## src/rtl/alu_pkg.sv

```systemverilog
// Shared ALUSel encoding, FSM state type and helpers for the sequential ALU.
// The instruction decoder imports this package too, so both ends share one encoding.
package alu_pkg;

   localparam int SWIDTH = 4;

   localparam logic [SWIDTH-1:0] ALU_ADD  = 4'b0000;
   localparam logic [SWIDTH-1:0] ALU_SUB  = 4'b0001;
   localparam logic [SWIDTH-1:0] ALU_SLL  = 4'b0010;
   localparam logic [SWIDTH-1:0] ALU_SLT  = 4'b0100;
   localparam logic [SWIDTH-1:0] ALU_SLTU = 4'b0110;
   localparam logic [SWIDTH-1:0] ALU_XOR  = 4'b1000;
   localparam logic [SWIDTH-1:0] ALU_SRL  = 4'b1010;
   localparam logic [SWIDTH-1:0] ALU_SRA  = 4'b1011;
   localparam logic [SWIDTH-1:0] ALU_OR   = 4'b1100;
   localparam logic [SWIDTH-1:0] ALU_AND  = 4'b1110;

   typedef enum logic [1:0] {
      ST_IDLE,
      ST_SHIFT,
      ST_DONE
   } alu_state_e;

   function automatic logic is_shift(input logic [SWIDTH-1:0] sel);
      return (sel == ALU_SLL) || (sel == ALU_SRL) || (sel == ALU_SRA);
   endfunction

endpackage

```

## src/rtl/alu_comb.sv

```systemverilog
// Single-cycle ALU operations and illegal-code detection; purely combinational.
// Shift codes are legal here but produce no result: alu_seq shifts iteratively.
module alu_comb
   import alu_pkg::*;
#(
   parameter int DWIDTH = 32
) (
   input  logic [SWIDTH-1:0] i_sel,
   input  logic [DWIDTH-1:0] i_a,
   input  logic [DWIDTH-1:0] i_b,
   output logic [DWIDTH-1:0] o_result,
   output logic              o_illegal
);

   // NOTE: every output gets a default before the case, so no path can infer a latch.
   always_comb begin
      o_result  = '0;
      o_illegal = 1'b0;
      case (i_sel)
         ALU_ADD:  o_result = i_a + i_b;
         ALU_SUB:  o_result = i_a - i_b;
         ALU_SLT:  o_result = {{(DWIDTH-1){1'b0}}, ($signed(i_a) < $signed(i_b))};
         ALU_SLTU: o_result = {{(DWIDTH-1){1'b0}}, (i_a < i_b)};
         ALU_XOR:  o_result = i_a ^ i_b;
         ALU_OR:   o_result = i_a | i_b;
         ALU_AND:  o_result = i_a & i_b;
         ALU_SLL, ALU_SRL, ALU_SRA: o_result = '0;
         default:  o_illegal = 1'b1;
      endcase
   end

endmodule

```

## src/rtl/alu_seq.sv

```systemverilog
// Multi-cycle ALU: single-cycle ops via alu_comb, shifts one bit per cycle.
// Valid/ready on both sides; in_ready and out_valid are never high together.
module alu_seq
   import alu_pkg::*;
#(
   parameter int DWIDTH = 32,
   parameter int SHW    = 5
) (
   input  logic              clk,
   input  logic              rst,
   input  logic              in_valid,
   output logic              in_ready,
   input  logic [SWIDTH-1:0] alu_sel,
   input  logic [DWIDTH-1:0] op_a,
   input  logic [DWIDTH-1:0] op_b,
   output logic              out_valid,
   input  logic              out_ready,
   output logic [DWIDTH-1:0] result,
   output logic              zero,
   output logic              illegal
);

   alu_state_e        r_state;
   alu_state_e        w_state_next;
   logic [SWIDTH-1:0] r_sel;
   logic [DWIDTH-1:0] r_shreg;
   logic [SHW-1:0]    r_cnt;
   logic [DWIDTH-1:0] r_result;
   logic              r_zero;
   logic              r_illegal;

   logic [DWIDTH-1:0] w_comb_result;
   logic              w_comb_illegal;
   logic [DWIDTH-1:0] w_shift_next;
   logic [SHW-1:0]    w_shamt;
   logic              w_accept;
   logic              w_last_shift;

   alu_comb #(.DWIDTH(DWIDTH)) u_alu_comb (
      .i_sel     (alu_sel),
      .i_a       (op_a),
      .i_b       (op_b),
      .o_result  (w_comb_result),
      .o_illegal (w_comb_illegal)
   );

   assign w_shamt      = op_b[SHW-1:0];
   assign w_accept     = (r_state == ST_IDLE) && in_valid;
   assign w_last_shift = (r_state == ST_SHIFT) && (r_cnt == SHW'(1));

   always_comb begin
      w_shift_next = r_shreg;
      case (r_sel)
         ALU_SLL: w_shift_next = {r_shreg[DWIDTH-2:0], 1'b0};
         ALU_SRL: w_shift_next = {1'b0, r_shreg[DWIDTH-1:1]};
         ALU_SRA: w_shift_next = {r_shreg[DWIDTH-1], r_shreg[DWIDTH-1:1]};
         default: w_shift_next = r_shreg;
      endcase
   end

   always_comb begin
      w_state_next = r_state;
      in_ready     = 1'b0;
      out_valid    = 1'b0;
      case (r_state)
         ST_IDLE: begin
            in_ready = 1'b1;
            if (in_valid) begin
               if (is_shift(alu_sel) && (w_shamt != '0)) w_state_next = ST_SHIFT;
               else                                       w_state_next = ST_DONE;
            end
         end
         ST_SHIFT: begin
            if (r_cnt == SHW'(1)) w_state_next = ST_DONE;
         end
         ST_DONE: begin
            out_valid = 1'b1;
            if (out_ready) w_state_next = ST_IDLE;
         end
         default: w_state_next = ST_IDLE;
      endcase
   end

   // NOTE: sequential state uses non-blocking assignments so every register samples pre-edge values.
   always_ff @(posedge clk) begin
      if (rst) r_state <= ST_IDLE;
      else     r_state <= w_state_next;
   end

   always_ff @(posedge clk) begin
      if (rst) begin
         r_sel     <= ALU_ADD;
         r_shreg   <= '0;
         r_cnt     <= '0;
         r_result  <= '0;
         r_zero    <= 1'b0;
         r_illegal <= 1'b0;
      end else if (w_accept) begin
         r_sel <= alu_sel;
         if (!is_shift(alu_sel)) begin
            r_result  <= w_comb_result;
            r_zero    <= (w_comb_result == '0);
            r_illegal <= w_comb_illegal;
         end else if (w_shamt == '0) begin
            r_result  <= op_a;
            r_zero    <= (op_a == '0);
            r_illegal <= 1'b0;
         end else begin
            r_shreg <= op_a;
            r_cnt   <= w_shamt;
         end
      end else if (r_state == ST_SHIFT) begin
         r_shreg <= w_shift_next;
         r_cnt   <= r_cnt - SHW'(1);
         // The last shift writes straight into the result so DONE presents it at once.
         if (w_last_shift) begin
            r_result  <= w_shift_next;
            r_zero    <= (w_shift_next == '0);
            r_illegal <= 1'b0;
         end
      end
   end

   assign result  = r_result;
   assign zero    = r_zero;
   assign illegal = r_illegal;

endmodule

```

## config.mk

```make
export PLATFORM = sky130hd
export DESIGN_NAME = alu_seq
export DESIGN_NICKNAME = d
export VERILOG_FILES = /design/src/rtl/alu_pkg.sv /design/src/rtl/alu_comb.sv /design/src/rtl/alu_seq.sv
export SDC_FILE = /design/constraint.sdc
export NUM_CORES = 1
export LEC_CHECK = 0
export ABC_AREA = 1
export CAP_MARGIN = 10
export CORE_MARGIN = 3
export CORE_UTILIZATION = 40
export CTS_CLUSTER_DIAMETER = 60
export CTS_CLUSTER_SIZE = 28
export DETAILED_ROUTE_END_ITERATION = 7
export GPL_TIMING_DRIVEN = 1
export PLACE_DENSITY = 0.62
export SYNTH_ARGS = -nofsm -noshare
export SYNTH_HDL_FRONTEND = slang
export SYNTH_SLANG_ARGS = --single-unit
```

## constraint.sdc

```tcl
create_clock -name clk -period 2.62 [get_ports clk]
set_input_delay 0.393 -clock clk [delete_from_list [all_inputs] [get_ports clk]]
set_output_delay 0.393 -clock clk [all_outputs]
set_load 0.01 [all_outputs]
```

==> flow_metrics.py, run 1 <==
metrics = {
    "timing": {
        "fin_crit_sh": 0.973,
        "slew_viol_final": 0,
        "relSlewSlack": 0.644,
        "setup_viol": 0,
        "fin_crit_ps": 2550,
        "tns_ps": 0,
        "hold_violations": 0,
        "worst_slew_pin_slew_ps": 529,
        "skew_ps": 13.7,
        "max_freq_mhz": 392,
    },
    "global_routing": {
        "antenna_found_initial": 0,
        "grt_max_degree": 75,
        "grt_pass1_wl_mm": 78.0,
        "top_usage_layer": "met2",
        "grt_util_met2": 0.588,
        "grt_pass1_vias": 14200,
        "use_met1": 0.441,
        "gr-usage-all-layers": 0.346,
        "grt-ovfl-total": 0,
        "grtUsageMet3": 0.0337,
    },
    "placed_design": {
        "port_buffers": 107,
        "dpl.hpwl_mm": 42.1,
        "gp_congestion": 0.996,
        "placedCellCount": 2700,
    },
    "worst_setup_path": {
        "endpoint_kind": "flop",
        "crit_family": "simple AND/OR/NAND/NOR gates",
        "required_ps": 2900,
        "crit_fanout": 8,
        "critPathKind": "input pin to flop",
        "path_cells": "clkdlybuf4s15_1 -> inv_2 -> ha_4 -> buf_6 -> nor2_4 -> buf_4 -> nand2_2 -> nand2_2 -> buf_4 -> inv_1 -> nand2_2 -> nand2_1 -> nand3_2 -> nand3_4 -> nor2_4 -> nand2_2 -> nor2_1 -> nand2_1 -> nor2_2 -> nand3_1 -> nand2_1 -> nand2_1 -> a21oi_2",
        "worst_path_max_delay_cell": "ha_4",
        "start_kind": "input pin",
        "worstPathArrival_ps": 2830,
        "slowest_delay_ps": 280,
        "crit_buf_inv": 6,
    },
    "detailed_routing": {
        "drt_pass1_iterations": 5,
        "avgRoutedWirePerCell_um": 18.9,
        "num_vias": 14800,
        "ant_nets": 0,
        "via_per_inst": 5.37,
        "drt-total-wl_mm": 52.0,
        "drtIter0Drc": 1371,
        "drc_errors": 0,
    },
    "die": {
        "std_cell_rows": 59,
        "initial_utilization": 0.409,
        "coreArea_mm2": 0.0263,
        "die_x_um": 170,
        "ios": 108,
        "dieArea_mm2": 0.0289,
        "dieHeight_um": 170,
    },
    "min_path": {
        "hp-class": "flop to flop",
    },
    "cells_and_area": {
        "drive_gt1_frac": 0.385,
        "n_antenna_cell": 0,
        "layout_commonest_cell": "buf_4",
        "layout_common_cells": "buf_4, nand2_1, inv_1",
        "nNetsFinal": 2596,
        "fin_cells": 2757,
        "seq_area_mm2": 0.00154,
        "multiInputGateArea_mm2": 0.00916,
        "fill_cells": 2517,
        "area_delta_synth_final_pct": 60.0,
    },
    "yosys": {
        "ys_warn_count": 0,
        "synth_area_per_cell_um2": 5.55,
        "ys_seq_area_frac": 0.143,
        "synth_cell_types": 48,
        "synth_area_leader_cell": "nand2_1",
        "synth_area_leaders": "nand2_1, dfxtp_1, inv_1",
        "synthCells": 1940,
        "syn_area_mm2": 0.0108,
        "synth_edf_count": 0,
        "ys.flop_type": "dfxtp_1",
        "synth_top_area_frac": 0.177,
        "synth.ff_latch_count": 77,
        "ys_async_sr_fraction": 0,
        "synth_nets": 2119,
    },
    "power": {
        "irDropWorstVdd_uv": 359,
        "power.density_mw_per_mm2": 361,
        "leakage_nw": 8.84,
    },
    "cts": {
        "cts_made_buffers": 9,
        "clock-sinks": 77,
        "cts.clk_slew.worst_paths_ps": 60,
        "clockRootBuffer": "clkbuf_16",
        "tritoncts": "built",
        "hold_buffers": 0,
        "clock_tree.buffer_depth": 2,
        "htreeDepth": 3,
        "worstSkewPairLatency_ps": 350,
    },
    "job": {
        "max_cap_violations": 0,
    },
    "status": {
        "status": "finished clean",
    },
}
==> routing by layer <==
metal | vias up | routed length [um]
li1 | 7183 | -
met1 | 6847 | 21600
met2 | 639 | 24200
met3 | 137 | 3070
met4 | 0 | 3150
met5 | - | 0
==> synth_stat cells, types with 2 or more instances <==
cell,number
nor4_1,4
o21bai_1,5
nor2_2,8
dfxtp_1,77
ha_1,105
inv_1,352
a221oi_1,16
nand4_1,23
fa_1,2
a31oi_1,16
nand3b_1,3
a21oi_1,144
a221oi_2,2
o22ai_1,46
nor2_1,205
nand3_1,157
o21ai_1,4
inv_2,13
clkbuf_1,32
nand2_1,507
nor3_1,14
o211ai_1,4
buf_2,24
nand2_2,8
a221o_1,2
a21oi_2,3
buf_4,12
buf_6,8
o221ai_1,11
a211oi_1,10
o21ai_0,106
==> kinds of logic after synthesis <==
kind of cell | count (synthesis) | synth area share
adder cells (fa/ha/maj) | 107 | 0.126
AO/OA/AOI/OAI | 371 | 0.198
AND/OR/NAND/NOR | 937 | 0.361
XOR/XNOR | 2 | 0.00163
buffers and inverters | 446 | 0.170
flip-flops | 77 | 0.143
==> state kept, by name, summed over array words and instances, names as in the netlist <==
| register | flops |
|---|---|
| illegal | 1 |
| r_shreg | 32 |
| r_sel | 4 |
| result | 32 |
| r_state | 2 |
| zero | 1 |
| r_cnt | 5 |
==> repair_timing <==
action,in CTS,in global routing
resized for setup,435,232
pin swaps,93,103
buffers inserted,28,15
endpoints found under the setup margin,24,14
==> where the power goes <==
group | leakage, nW | switching, W | internal, W
Sequential | 0.632 | 0.0000665 | 0.00128
Clock | 0.153 | 0.000562 | 0.000761
Combinational | 8.05 | 0.00201 | 0.00153
Total | 8.84 | 0.00264 | 0.00357
==> tightest hold or removal path: stages (launching register included) <==
cell,delay (ps)
dfxtp_1,310
nand2_1,60
a21oi_1,60
==> through the flow <==
stage / hold WS, ps / setup slack, ps / area, um2 / util / power [W]
2_1_floorplan: 445 / 232 / 10800 / - / 0.00280
3_3_place_gp: 454 / -1120 / 14900 / 0.566 / 0.00427
3_5_place_dp: 461 / -1040 / 14900 / 0.566 / 0.00429
4_1_cts: 473 / 0.490 / 16500 / 0.630 / 0.00594
5_1_grt: 494 / -40.5 / 17200 / 0.655 / 0.00653
6_report: 472 / 70.8 / 17200 / 0.655 / 0.00621
==> layout make-up <==
type | count | area share
Sequential cell | 77 | 0.0895
Timing Repair Buffer | 547 | 0.256
Inverter | 365 | 0.0801
Tap cell | 335 | 0.0243
Clock inverter | 7 | 0.00494
Clock buffer | 9 | 0.0131
Multi-Input combinational cell | 1417 | 0.532
==> final timing paths <==
kind	startpoint	to	slack, ps	cells past startpoint
hold / removal	result[12]	result[12]	470	2
setup / recovery	op_a[7]	zero	70	23
setup reg to reg	r_sel[1]	zero	140	15
hold reg to reg	result[12]	result[12]	470	2
Note: power is estimated with default switching activity, not from simulation.
==> inputs of run 2 (changes only) <==
--- a/config.mk
+++ b/config.mk
@@ -9,11 +9,12 @@
 export CAP_MARGIN = 10
 export CORE_MARGIN = 3
 export CORE_UTILIZATION = 40
+export CTS_BUF_LIST = sky130_fd_sc_hd__clkbuf_4 sky130_fd_sc_hd__clkbuf_8
 export CTS_CLUSTER_DIAMETER = 60
 export CTS_CLUSTER_SIZE = 28
 export DETAILED_ROUTE_END_ITERATION = 7
 export GPL_TIMING_DRIVEN = 1
-export PLACE_DENSITY = 0.62
+export PLACE_DENSITY = 0.6
 export SYNTH_ARGS = -nofsm -noshare
 export SYNTH_HDL_FRONTEND = slang
 export SYNTH_SLANG_ARGS = --single-unit
==> run 2 against run 1 <==
Net effect: clock skew shrank 5.8 ps; routed wire length shrank 2.1%; global-route usage shrank 0.54 points; fmax grew 0.15%.
==> flow_metrics.py, run 2 (synthesized netlist as in run 1, its figures left out) <==
metrics = {
    "status": {
        "status": "finished clean",
    },
    "die": {
        "dieHeight_um": 170,
        "std_cell_rows": 59,
        "initial_utilization": 0.409,
        "die_x_um": 170,
        "ios": 108,
        "dieArea_mm2": 0.0289,
        "coreArea_mm2": 0.0263,
    },
    "cts": {
        "htreeDepth": 3,
        "clock-sinks": 77,
        "clockRootBuffer": "clkbuf_8",
        "tritoncts": "built",
        "cts.clk_slew.worst_paths_ps": 80,
        "clock_tree.buffer_depth": 2,
        "hold_buffers": 0,
        "cts_made_buffers": 9,
        "worstSkewPairLatency_ps": 360,
    },
    "job": {
        "max_cap_violations": 0,
    },
    "power": {
        "power.density_mw_per_mm2": 334,
        "seqPwrFrac": 0.237,
        "leakage_nw": 8.82,
        "power_frac_clock": 0.151,
        "irDropWorstVdd_uv": 412,
        "p_switching_w": 0.00246,
        "p_comb_frac": 0.611,
        "swShare": 0.435,
        "internal_power_w": 0.00320,
    },
    "detailed_routing": {
        "drc_errors": 0,
        "ant_nets": 0,
        "avgRoutedWirePerCell_um": 18.4,
        "drt_pass1_iterations": 7,
        "via_per_inst": 5.31,
        "drtIter0Drc": 1343,
        "drt-total-wl_mm": 51.0,
        "num_vias": 14700,
    },
    "placed_design": {
        "gp_congestion": 1.00,
        "port_buffers": 107,
        "placed_area_mm2": 0.0149,
        "dpl.hpwl_mm": 41.4,
    },
    "timing": {
        "setup_viol": 0,
        "skew_ps": 7.99,
        "fin_crit_ps": 2550,
        "hold_violations": 0,
        "relSlewSlack": 0.604,
        "worst_slew_pin_slew_ps": 589,
        "fin_crit_sh": 0.972,
        "rsz0062_at_grt": "true",
        "slew_viol_final": 0,
        "max_freq_mhz": 393,
    },
    "worst_setup_path": {
        "endpoint_kind": "flop",
        "worst_path_max_delay_cell": "fa_2",
        "path_cells": "buf_6 -> inv_4 -> ha_4 -> inv_2 -> fa_2 -> nand2_2 -> nand2_2 -> buf_6 -> nand2_4 -> inv_1 -> nand2_1 -> nand3b_1 -> or2_0 -> nand3_1 -> nand3_2 -> nor2_2 -> nand3_2 -> nor2_4 -> nand3_2 -> nand2_1 -> nand2_1 -> a21oi_2",
        "start_kind": "input pin",
        "critPathKind": "input pin to flop",
        "worstPathArrival_ps": 2840,
        "crit_fanout": 4,
        "slowest_delay_ps": 340,
        "required_ps": 2910,
    },
    "cells_and_area": {
        "nNetsFinal": 2607,
        "fin_area_mm2": 0.0169,
        "layout_common_cells": "nand2_1, buf_4, inv_1",
        "final_util": 0.643,
        "layout_commonest_cell": "nand2_1",
        "area_delta_synth_final_pct": 57.0,
        "n_antenna_cell": 0,
        "drive_gt1_frac": 0.360,
        "fill_cells": 2555,
    },
    "global_routing": {
        "grt_pass1_vias": 14200,
        "grt_pass1_wl_mm": 76.7,
        "gr-usage-all-layers": 0.341,
        "grt-ovfl-total": 0,
        "grt_max_degree": 75,
        "antenna_found_initial": 0,
    },
    "min_path": {
        "hp-class": "flop to flop",
    },
}
run 2: cell types whose count changed in the layout (fill, tap and decap cells not counted), sizes merged:
cell / previous run / this run
clkbuf: 27 / 35
inv: 369 / 364
dlymetal6s2s: 5 / 9
clkdlybuf4s50: 41 / 47
clkdlybuf4s15: 16 / 6
clkinvlp: 1 / 2
dlygate4sd2: 24 / 18
clkinv: 1 / 3
bufinv: 1 / 0
buf: 443 / 455
run 2: power by group through the flow:
stage	logic [W]	registers, W	clock network [W]
6_report	0.00346	0.00134	0.000855
5_1_grt	0.00373	0.00135	0.000909
4_1_cts	0.00318	0.00134	0.000868
3_5_place_dp	0.00290	0.00137	0
3_3_place_gp	0.00289	0.00136	0
2_1_floorplan	0.00143	0.00138	0
run 2: layer usage:
metal / global-route usage / part of all wire / wire [um]
met5: 0 / 0 / 0
met2: 0.566 / 0.46 / 23500
met4: 0.191 / 0.062 / 3160
met3: 0.0448 / 0.063 / 3190
met1: 0.427 / 0.41 / 21100
run 2: timing repair:
action	4_1_cts	5_1_grt
setup endpoints to repair	26	14
pin swaps	65	95
buffers inserted	35	18
hold endpoints to repair	0	0
resized for setup	311	260
run 2: path summary, 6_finish.rpt:
kind / from / end / slack, ps / cells past startpoint
setup reg to reg: r_sel[1] / zero / 170 / 15
setup / recovery: op_a[0] / zero / 70 / 22
hold / removal: result[12] / result[12] / 470 / 2
hold reg to reg: result[12] / result[12] / 470 / 2
run 2: worst max-delay path: cells and delay by family:
| family | cells | cell delay [ps] |
|---|---|---|
| and+or+nand+nor | 14 | 1490 |
| AOI/OAI and AO/OA | 1 | 130 |
| adders and majority gates | 2 | 460 |
| buffers and inverters | 5 | 360 |
run 2: final cells by class:
class / count / area [um2] / area share
Clock buffer: 12 / 159 / 0.00940
Inverter: 365 / 1380 / 0.0814
Multi-Input combinational cell: 1417 / 8900 / 0.527
Clock inverter: 4 / 22.5 / 0.00133
Timing Repair Buffer: 558 / 4480 / 0.265
Sequential cell: 77 / 1540 / 0.0912
Tap cell: 335 / 419 / 0.0248
run 2: metrics by stage:
stage	hold slack, ps	power, W	std cells	setup WS (ps)	TNS, ps
after floorplan	445	0.00280	1940	232	0
after global placement	457	0.00425	2700	-1020	-18300
after detailed placement	459	0.00427	2700	-1030	-18550
after CTS	472	0.00538	2751	-8.58	-8.58
after global routing	490	0.00599	2768	-49.6	-49.6
final	473	0.00565	2768	74.7	0
==> edit 1 (settings of run 2) <==
Set the package constant `SWIDTH` to 6 (it was 4).
--- a/src/rtl/alu_pkg.sv
+++ b/src/rtl/alu_pkg.sv
@@ -4,3 +4,3 @@
 
-   localparam int SWIDTH = 4;
+   localparam int SWIDTH = 6;
 
Interface: changed (resized alu_sel); port bits go from 108 to 110. No check against the original RTL was run, so the function may have changed too.
==> edit 1 against run 2 <==
- the flow now finishes with violations (DRC)
- worst setup slack improved by 0.0098 ns
- combinational power decreased by 9.2%
- design area increased by 5.9%
- total power decreased by 6.9%
- sequential cell count increased by 2
- maximum frequency increased by 0.39%
- synthesized area increased by 3.5%
- die area increased by 3.3%
- routed wire length increased by 2.6%
- largest power group unchanged
==> edit 1: results (changes against run 2) <==
status: "finished with violations"
failed_checks: "DRC"
syn_avg_cell_area_um2: 5.77  # +4.0%
grt_max_degree: 48  # -36%
inverters_excl_clock: 343  # -6.0%
reg2reg_setup_slack_ns: 0.21  # +0.04 ns
worstHoldStart: "illegal"
n_all_buffers: 565  # +1.3%
fin_skew_ns: 0.0110  # +0.00297 ns
ys_top_cells_by_count: "nand2_1, inv_1, nor2_1"
synth-xor-area-share_pct: 0.157  # -0.0054 points
die-area_um2: 29900  # +3.3%
seq_area_frac_synth_pct: 14.2  # -0.12 points
hpwl_mm: 41.7  # +0.74%
num-fill-cells: 2570  # +0.59%
areaGrowthSynthToFinish_pct: 60.7
multi_input_gates: 1424  # +0.49%
grtUsageMet3_pct: 3.95  # -0.53 points
holdWs_ns: 0.471  # -0.00160 ns
synthAdderAreaFrac_pct: 12.2  # -0.42 points
multi_input_area_um2: 9560  # +7.3%
route.layer.met1.wl_mm: 22.2  # +5.4%
drc: 2  # +2
fin_cells: 2796  # +1.0%
combPwrFrac_pct: 59.6  # -1.5 points
synth-seq-cells: 79  # +2.6%
wl_met2_mm: 23.8  # +1.1%
routed.top_layer: "met5"
via_count: 15000  # +1.9%
grt_pass1_vias: 14300  # +0.82%
p_switching_uw: 2230  # -9.3%
worst_ep_arrival_time_ns: 2.82  # -0.02 ns
post_cts_buffers: 20  # -43%
wire_per_inst_um: 18.7  # +1.6%
met3WireLength_mm: 3.22  # +0.85%
firstDrtPassIters: 8  # +1
cp_slowest_cell: "clkdlybuf4s50_1"
synth_compound_gate_area_share_pct: 21.5  # +1.6 points
grt_pass1_wl_mm: 78.6  # +2.5%
grt_antenna_before_repair: 1  # +1
p_sw_share_pct: 42.3  # -1.1 points
placedInstanceArea_um2: 15500  # +4.3%
synth_area_leaders: "nand2_1, dfxtp_1, ha_1"
max_stage_delay_ns: 0.46  # +0.12 ns
syn_nets: 2111  # -0.38%
buf_share_pct: 27.0  # +0.50 points
clk_share_pct: 0.895  # -0.18 points
vdd_ir_drop_max_mv: 0.273  # -34%
seq_share_pct: 8.84  # -0.28 points
place_congestion: 0.998  # -0.33%
## edit 1: changes by cell type in the layout (fill, tap and decap cells not counted), sizes merged, moves of 21 or more
cell          change
dlymetal6s2s     +29
a21oi            -23
inv              -23
o22ai            +23
nand3            -22
nand2            -21
## edit 1: worst reg2reg max path, cell delays in order, from the launching register on
cell	delay (ns)
dfxtp_1	0.31
nor2_1	0.15
and3_1	0.42
nor2_2	0.24
a21oi_1	0.45
nand4_1	0.14
nor2_1	0.26
nand4_1	0.15
nand2_1	0.09
inv_1	0.05
a21oi_2	0.10
## edit 1: how the worst max path moves through the flow
| stage | end | depth (start not counted) | startpoint |
|---|---|---|---|
| 5_1_grt | zero | 20 | alu_sel[1] |
| 6_report | zero | 20 | alu_sel[1] |
| 3_5_place_dp | zero | 22 | op_b[19] |
| 4_1_cts | zero | 24 | op_a[0] |
| 2_1_floorplan | zero | 22 | op_a[0] |
| 3_3_place_gp | zero | 22 | op_b[19] |
==> edit 2 (flow settings as in run 2) <==
Without the edit above. Re-encode `alu_state_e` (3 states) as one-hot, 3 bits wide.
--- a/src/rtl/alu_pkg.sv
+++ b/src/rtl/alu_pkg.sv
@@ -17,6 +17,6 @@
 
-   typedef enum logic [1:0] {
-      ST_IDLE,
-      ST_SHIFT,
-      ST_DONE
+   typedef enum logic [2:0] {
+      ST_IDLE  = 3'b001,
+      ST_SHIFT = 3'b010,
+      ST_DONE  = 3'b100
    } alu_state_e;
Behaviour: no difference found for any inputs over 4 cycles, from zero or initial values and one cycle with rst high; so few cycles prove little.
==> edit 2 against run 2 <==
- critical path depth rose by 1
- register-to-register slack improved by 0.06 ns
- worst hold slack got worse by 0.049 ns
- routed wire length rose by 4.8%
- first-iteration DRC count rose by 3.6%
- combinational power rose by 12%
- critical path type unchanged
- clock skew rose by 0.0050 ns
- total power rose by 9.0%
- clock power rose by 2%
- worst setup slack improved by 0.043 ns
- sequential cell count rose by 1
- design area rose by 3.8%
- highest routed layer unchanged
- synthesized area rose by 1.7%
==> edit 2: results (changes against run 2) <==
hold_class: "input port to flip-flop"
layout-drive-gt1-share_pct: 39.5  # +3.5 points
met3WireLength_mm: 3.51  # +9.9%
syn_nets: 2115  # -0.19%
netlist_instances: 1936  # -0.21%
cp_max_fo: 3  # -1
placedInstanceArea_um2: 15300  # +2.6%
grt_pass1_vias: 14400  # +1.7%
track_usage_pct: 35.4  # +1.3 points
synth_area_leaders: "nand2_1, dfxtp_1, ha_1"
fin_cells: 2788  # +0.72%
grt_max_degree: 88  # +17%
reg2reg_setup_slack_ns: 0.23  # +0.06 ns
dpl.cell_count: 2724  # +0.89%
grt_pass1_wl_mm: 80.1  # +4.5%
vdd_ir_drop_max_mv: 0.421  # +2.3%
seq_area_frac_synth_pct: 14.3  # -0.056 points
ys_types: 46  # -4.2%
via_count: 15100  # +2.4%
status: "completed"
place_congestion: 1.01  # +1.3%
drt_wl_total_mm: 53.4  # +4.8%
drtIter0Drc: 1392  # +3.6%
hpwl_mm: 43.8  # +5.8%
worst_ep_arrival_time_ns: 2.81  # -0.03 ns
edit 2: area by class of cell:
cell class	instances	share of cell area [%]
Clock buffer	12	0.942
Clock inverter	4	0.114
Inverter	362	7.79
Multi-Input combinational cell	1413	52.8
Sequential cell	78	8.90
Tap cell	335	2.39
Timing Repair Buffer	584	27.0
edit 2: logic make-up after synthesis:
family	Yosys count
AO/OA/AOI/OAI	353
flip-flops	78
XOR/XNOR	3
adder cells (fa/ha/maj)	107
AND/OR/NAND/NOR	950
buffers and inverters	445
edit 2: power groups by stage:
stage               logic (µW)  clock network, µW  registers [µW]
floorplan                 1630                  0            1440
global placement          3240                  0            1430
detailed placement        3260                  0            1430
CTS                       3620                878            1410
global route              4180                931            1420
finish                    3890                870            1410
edit 2: worst max-delay path, stage by stage:
cell      delay, ns
clkbuf_2       0.12
inv_2          0.07
ha_4           0.25
buf_4          0.14
buf_4          0.15
nand2_2        0.10
inv_2          0.06
nand2_1        0.07
nand3_2        0.12
buf_4          0.16
nand2_1        0.05
nand2_1        0.08
inv_1          0.08
nand3_1        0.09
nand3_2        0.10
nand3_4        0.10
nor2_2         0.13
nand3_2        0.09
nor2_2         0.12
nand3_1        0.09
nand2_1        0.06
nand2_1        0.06
a21oi_2        0.12
edit 2: path summary, 6_finish.rpt:
path,startpoint,to,cells past startpoint
max,op_a[11],zero,23
min,op_a[0],r_shreg[0],3
max reg2reg,r_sel[2],zero,15
min reg2reg,result[23],result[23],2
edit 2: per-layer routing:
layer,up-vias,global-route usage [%]
met5,-,0
met2,684,58.9
li1,7273,-
met3,160,3.56
met4,0,19.2
met1,6942,45.1
